[src/rtl/register_file_pkg.sv]
// Shared sizing constants for the general-purpose register store.
// Other blocks use these to size data and address fields consistently.
package register_file_pkg;

  localparam int DATA_BUS_LEN  = 8;
  localparam int REGFILE_DEPTH = 8;

endpackage

[src/rtl/register_file_rd_port.sv]
// One registered read port: range check, write forwarding,
// zero-entry mask and the OUTPUT/VALID flops.
module register_file_rd_port
  import register_file_pkg::*;
#(
  parameter int WIDTH    = DATA_BUS_LEN,
  parameter int DEPTH    = REGFILE_DEPTH,
  parameter int ADDR_W   = $clog2(DEPTH),
  parameter int ZERO_REG = 0
) (
  input  logic              clk_i,
  input  logic              rst_i,
  input  logic              clr_i,
  input  logic              wr_legal_i,
  input  logic [ADDR_W-1:0] wr_addr_i,
  input  logic [WIDTH-1:0]  wr_data_i,
  input  logic              rd_en_i,
  input  logic [ADDR_W-1:0] rd_addr_i,
  input  logic [WIDTH-1:0]  mem_i [DEPTH],
  output logic [WIDTH-1:0]  data_o,
  output logic              valid_o
);

  localparam logic [ADDR_W:0] DEPTH_C = (ADDR_W+1)'(DEPTH);

  logic [WIDTH-1:0] data_q, data_d;
  logic             valid_q, valid_d;
  logic             in_range;
  logic             zero_hit;
  logic             fwd_hit;

  assign in_range = {1'b0, rd_addr_i} < DEPTH_C;
  assign zero_hit = (ZERO_REG != 0) && (rd_addr_i == '0);
  assign fwd_hit  = wr_legal_i && (wr_addr_i == rd_addr_i);

  // A clear at this edge wins over both storage and forwarding.
  always_comb begin
    data_d  = data_q;
    valid_d = 1'b0;
    if (rd_en_i) begin
      valid_d = 1'b1;
      if (clr_i || !in_range || zero_hit) begin
        data_d = '0;
      end else if (fwd_hit) begin
        data_d = wr_data_i;
      end else begin
        data_d = mem_i[rd_addr_i];
      end
    end
  end

  always_ff @(posedge clk_i or posedge rst_i) begin
    if (rst_i) begin
      data_q  <= '0;
      valid_q <= 1'b0;
    end else begin
      data_q  <= data_d;
      valid_q <= valid_d;
    end
  end

  assign data_o  = data_q;
  assign valid_o = valid_q;

endmodule

[src/rtl/register_file.sv]
// Register bank with one write port, two registered read ports,
// write forwarding, bulk clear and an optional hard-wired zero entry.
module register_file
  import register_file_pkg::*;
#(
  parameter int WIDTH    = DATA_BUS_LEN,
  parameter int DEPTH    = REGFILE_DEPTH,
  parameter int ADDR_W   = $clog2(DEPTH),
  parameter int ZERO_REG = 0
) (
  input  logic              CLK,
  input  logic              RST,
  input  logic              CLR,
  input  logic              WR,
  input  logic [ADDR_W-1:0] WR_ADDR,
  input  logic [WIDTH-1:0]  INPUT,
  input  logic              RD_EN_A,
  input  logic [ADDR_W-1:0] RD_ADDR_A,
  output logic [WIDTH-1:0]  OUTPUT_A,
  output logic              VALID_A,
  input  logic              RD_EN_B,
  input  logic [ADDR_W-1:0] RD_ADDR_B,
  output logic [WIDTH-1:0]  OUTPUT_B,
  output logic              VALID_B
);

  localparam logic [ADDR_W:0] DEPTH_C = (ADDR_W+1)'(DEPTH);

  logic [WIDTH-1:0] mem_q [DEPTH];
  logic [WIDTH-1:0] mem_d [DEPTH];
  logic             wr_in_range;
  logic             wr_zero;
  logic             wr_legal;

  assign wr_in_range = {1'b0, WR_ADDR} < DEPTH_C;
  assign wr_zero     = (ZERO_REG != 0) && (WR_ADDR == '0);
  assign wr_legal    = WR && wr_in_range && !wr_zero;

  always_comb begin
    mem_d = mem_q;
    for (int i = 0; i < DEPTH; i++) begin
      if (CLR) begin
        mem_d[i] = '0;
      end else if (wr_legal && (WR_ADDR == ADDR_W'(i))) begin
        mem_d[i] = INPUT;
      end
    end
  end

  always_ff @(posedge CLK or posedge RST) begin
    if (RST) begin
      for (int i = 0; i < DEPTH; i++) begin
        mem_q[i] <= '0;
      end
    end else begin
      mem_q <= mem_d;
    end
  end

  register_file_rd_port #(
    .WIDTH(WIDTH), .DEPTH(DEPTH),
    .ADDR_W(ADDR_W), .ZERO_REG(ZERO_REG)
  ) u_rd_a (
    .clk_i     (CLK),
    .rst_i     (RST),
    .clr_i     (CLR),
    .wr_legal_i(wr_legal),
    .wr_addr_i (WR_ADDR),
    .wr_data_i (INPUT),
    .rd_en_i   (RD_EN_A),
    .rd_addr_i (RD_ADDR_A),
    .mem_i     (mem_q),
    .data_o    (OUTPUT_A),
    .valid_o   (VALID_A)
  );

  register_file_rd_port #(
    .WIDTH(WIDTH), .DEPTH(DEPTH),
    .ADDR_W(ADDR_W), .ZERO_REG(ZERO_REG)
  ) u_rd_b (
    .clk_i     (CLK),
    .rst_i     (RST),
    .clr_i     (CLR),
    .wr_legal_i(wr_legal),
    .wr_addr_i (WR_ADDR),
    .wr_data_i (INPUT),
    .rd_en_i   (RD_EN_B),
    .rd_addr_i (RD_ADDR_B),
    .mem_i     (mem_q),
    .data_o    (OUTPUT_B),
    .valid_o   (VALID_B)
  );

endmodule

[config.mk]
export PLATFORM = sky130hd
export DESIGN_NAME = register_file
export DESIGN_NICKNAME = d
export VERILOG_FILES = /design/src/rtl/register_file_pkg.sv /design/src/rtl/register_file_rd_port.sv /design/src/rtl/register_file.sv
export SDC_FILE = /design/constraint.sdc
export NUM_CORES = 1
export LEC_CHECK = 0
export BUFFER_PORTS_ARGS = -buffer_cell sky130_fd_sc_hd__clkbuf_2
export CORE_MARGIN = 3
export CORE_UTILIZATION = 38
export DETAILED_ROUTE_END_ITERATION = 10
export GPL_TIMING_DRIVEN = 1
export MAX_ROUTING_LAYER = met4
export PLACE_DENSITY_LB_ADDON = 0.1
export SLEW_MARGIN = 20
export SYNTH_ARGS = -nofsm -noshare
export SYNTH_HDL_FRONTEND = slang
export SYNTH_SLANG_ARGS = --single-unit
[constraint.sdc]
create_clock -name CLK -period 3.09 [get_ports CLK]
set_clock_uncertainty 0.1 [all_clocks]
set_input_delay 0.7725 -clock CLK [delete_from_list [all_inputs] [get_ports CLK]]
set_output_delay 0.7725 -clock CLK [all_outputs]
set_load 0.02 [all_outputs]
==> impl_metrics.yaml <==
yosys:
  syn_inst: 408
  ys_seq_elements: 82
  yosysWarnings: 0
  synth.avg_cell_area_um2: 11.0
  syn-num-nets: 431
  ys_seq_area_frac: 0.456
  synth_top_area_frac: 0.456
  synthTopCellsByArea: "dfrtp_1, mux4_2, mux2i_1"
  yosys.area.top_type: "dfrtp_1"
  netlist_area_um2: 4500
  yosys.cell_types.count: 27
sta:
  finalHoldViolCount: 0
  setup_tns_ns: 0
  maxSlewViolCount: 0
  fin_ws_ns: 0.961
  finalCritPeriodShare: 0.689
  maxSlewHeadroom: 0.507
  tightest_slew_ns: 0.739
  rsz0062_at_grt: "no"
  min_period_ns: 2.13
  fmax_mhz: 470
  setup_viol: 0
routing:
  finalWirelength_mm: 13.0
  drt_iter0_markers: 265
  drc: 0
  dr.pass1.iters: 6
  drt-vias-per-instance: 5.77
  postRouteAntennaNets: 0
  vias: 3342
  wl_per_cell_um: 22.4
clocking:
  path_clk_slew_ns: 0.05
  cts_tree: "done"
  cts_resized: 0
  cts_root_buf: "clkbuf_16"
  cts_setup_buffers: 0
  h-tree-depth: 3
  cts_made_buffers: 9
  clock_sinks: 82
  ctsHoldBuffers: 0
  clk_path_buf_depth: 2
  clk_latency_ns: 0.34
floorplanning:
  start_util: 0.390
  die_area_um2: 13200
  core_um2: 11500
  io_pins: 41
  die_x_um: 115
  rows: 39
  die_h_um: 115
final_layout:
  nNetsFinal: 458
  nFillCells: 1114
  area_growth_syn_to_layout_pct: 13.3
  multiInputGateArea_um2: 2220
  n_antenna_cell: 0
  drive_above_1_share: 0.245
  regArea_um2: 2050
setup_path:
  cp_num_buf_inv: 2
  critPathTopFamily: "multiplexers"
  arrival_ns: 2.23
  r2r_start: "mem_q[44]$_DFFE_PP0P_"
  cp_slowest_stage_delay_ns: 0.50
  setup.worst_path.start: "RD_ADDR_A[0]"
  cp-start-kind: "primary input"
  critPathKind: "primary input to register"
  reg2reg_setup_slack_ns: 1.55
  cp_slowest_cell: "mux4_2"
  cp_cell_sequence: "clkbuf_2, buf_4, mux4_2, mux2i_1, o221ai_1"
  critical_path.endpoint: "u_rd_a.data_o[1]$_DFFE_PP0P_"
  cp-end-kind: "register"
  worst-path-stages: 5
  rr_endpoint: "u_rd_b.data_o[4]$_DFFE_PP0P_"
  worstPathMaxFanout: 12
  cp_data_required_time_ns: 3.20
  r2r_cells: 3
worst_hold_path:
  min_path_type: "primary input to async pin"
global_route:
  grt_pass1_wl_mm: 20.4
  gr-total-overflow: 0
  grt_max_degree: 67
  antenna_found_initial: 0
  grt_usage: 0.218
  grt_pass1_vias: 3346
power:
  p_leak_nw: 2.18
  power_density_nw_per_um2: 461
  ir_worst_vdd_mv: 0.222
place:
  gp_congestion: 0.856
  io_buffers: 40
  pre_cts_slack_ns: 0.595
  hpwl_mm: 8.92
flow_run:
  cap_violations: 0
outcome:
  outcome: "finished clean"
## synthesized netlist by cell type (all sizes together)
cell type	instances
nand2	80
xor2	6
a21oi	40
nor4bb	3
inv	10
nand4	1
o41ai	2
clkbuf	22
o221ai	16
and4	1
buf	19
nor2	24
or4b	1
nand2b	16
nor4b	1
or4	2
nand4b	3
dfrtp	82
and4b	3
nand3b	2
mux2i	40
nor2b	2
mux4	32
## area by class of cell
type / count / share of cell area
flip-flops and latches: 82 / 0.403
well taps: 143 / 0.0351
clock inverters: 1 / 0.000982
repair buffers: 57 / 0.0693
clock buffers: 11 / 0.0476
multi-input cells: 275 / 0.437
inverters: 10 / 0.00761
## per-stage QoR
step	std cells	total power, mW	area [um^2]	util	hold WS, ns
2_1_floorplan	408	1.32	4500	-	0.398
3_3_place_gp	567	1.41	4850	0.421	0.383
4_1_cts	579	2.37	5090	0.442	0.309
6_report	579	2.35	5090	0.442	0.310
5_1_grt	579	2.43	5090	0.442	0.341
3_5_place_dp	567	1.41	4850	0.421	0.385
## power breakdown
group	total (mW)	internal [mW]	switching, mW
Sequential	1.12	1.10	0.0201
Combinational	0.272	0.101	0.172
Clock	0.957	0.547	0.410
Total	2.35	1.75	0.602
## worst register-to-register path: stages, from the launching register on
cell      delay [ns]
dfrtp_1         0.41
mux4_2          0.46
mux2i_1         0.26
o221ai_1        0.17
## flip-flops by register name (all words and copies together), names as in the netlist
name            flops
mem_q              64
u_rd_a.data_o       8
u_rd_b.data_o       8
u_rd_a.valid_o      1
u_rd_b.valid_o      1
## worst min path at each step
stage               cells past startpoint  slack, ns                            to                         start
finish                                  2       0.31         mem_q[58]$_DFFE_PP0P_                           RST
global route                            2       0.34         mem_q[50]$_DFFE_PP0P_                           RST
CTS                                     2       0.31         mem_q[42]$_DFFE_PP0P_                           RST
detailed placement                      2       0.39  u_rd_b.data_o[0]$_DFFE_PP0P_  u_rd_b.data_o[0]$_DFFE_PP0P_
global placement                        2       0.38  u_rd_b.data_o[4]$_DFFE_PP0P_  u_rd_b.data_o[4]$_DFFE_PP0P_
floorplan                               2       0.40         mem_q[24]$_DFFE_PP0P_         mem_q[24]$_DFFE_PP0P_
## placed cells by master (no fill, tap or decap), types with 15 or more instances in the layout
cell | Yosys | routed
dfrtp_1 | 82 | 82
buf_4 | 2 | 15
clkbuf_2 | 2 | 40
mux2i_1 | 40 | 40
o221ai_1 | 16 | 16
nor2_1 | 24 | 24
nand2b_1 | 16 | 16
nand2_1 | 80 | 80
a21oi_1 | 40 | 40
mux4_2 | 32 | 32
## layer usage
metal | up-vias | global-route usage | wire [um]
li1 | 1510 | - | -
met1 | 1701 | 0.318 | 6270
met2 | 114 | 0.310 | 5770
met3 | 17 | 0.0263 | 641
met4 | 0 | 0.0876 | 302
met5 | - | - | 0
## cells by family after synthesis
logic type | synth area share
multiplexers | 0.249
buffers and inverters | 0.0531
AND/OR/NAND/NOR | 0.147
XOR/XNOR | 0.0117
flip-flops | 0.456
AO/OA/AOI/OAI | 0.0829
Power figures use the tool's default switching activity.
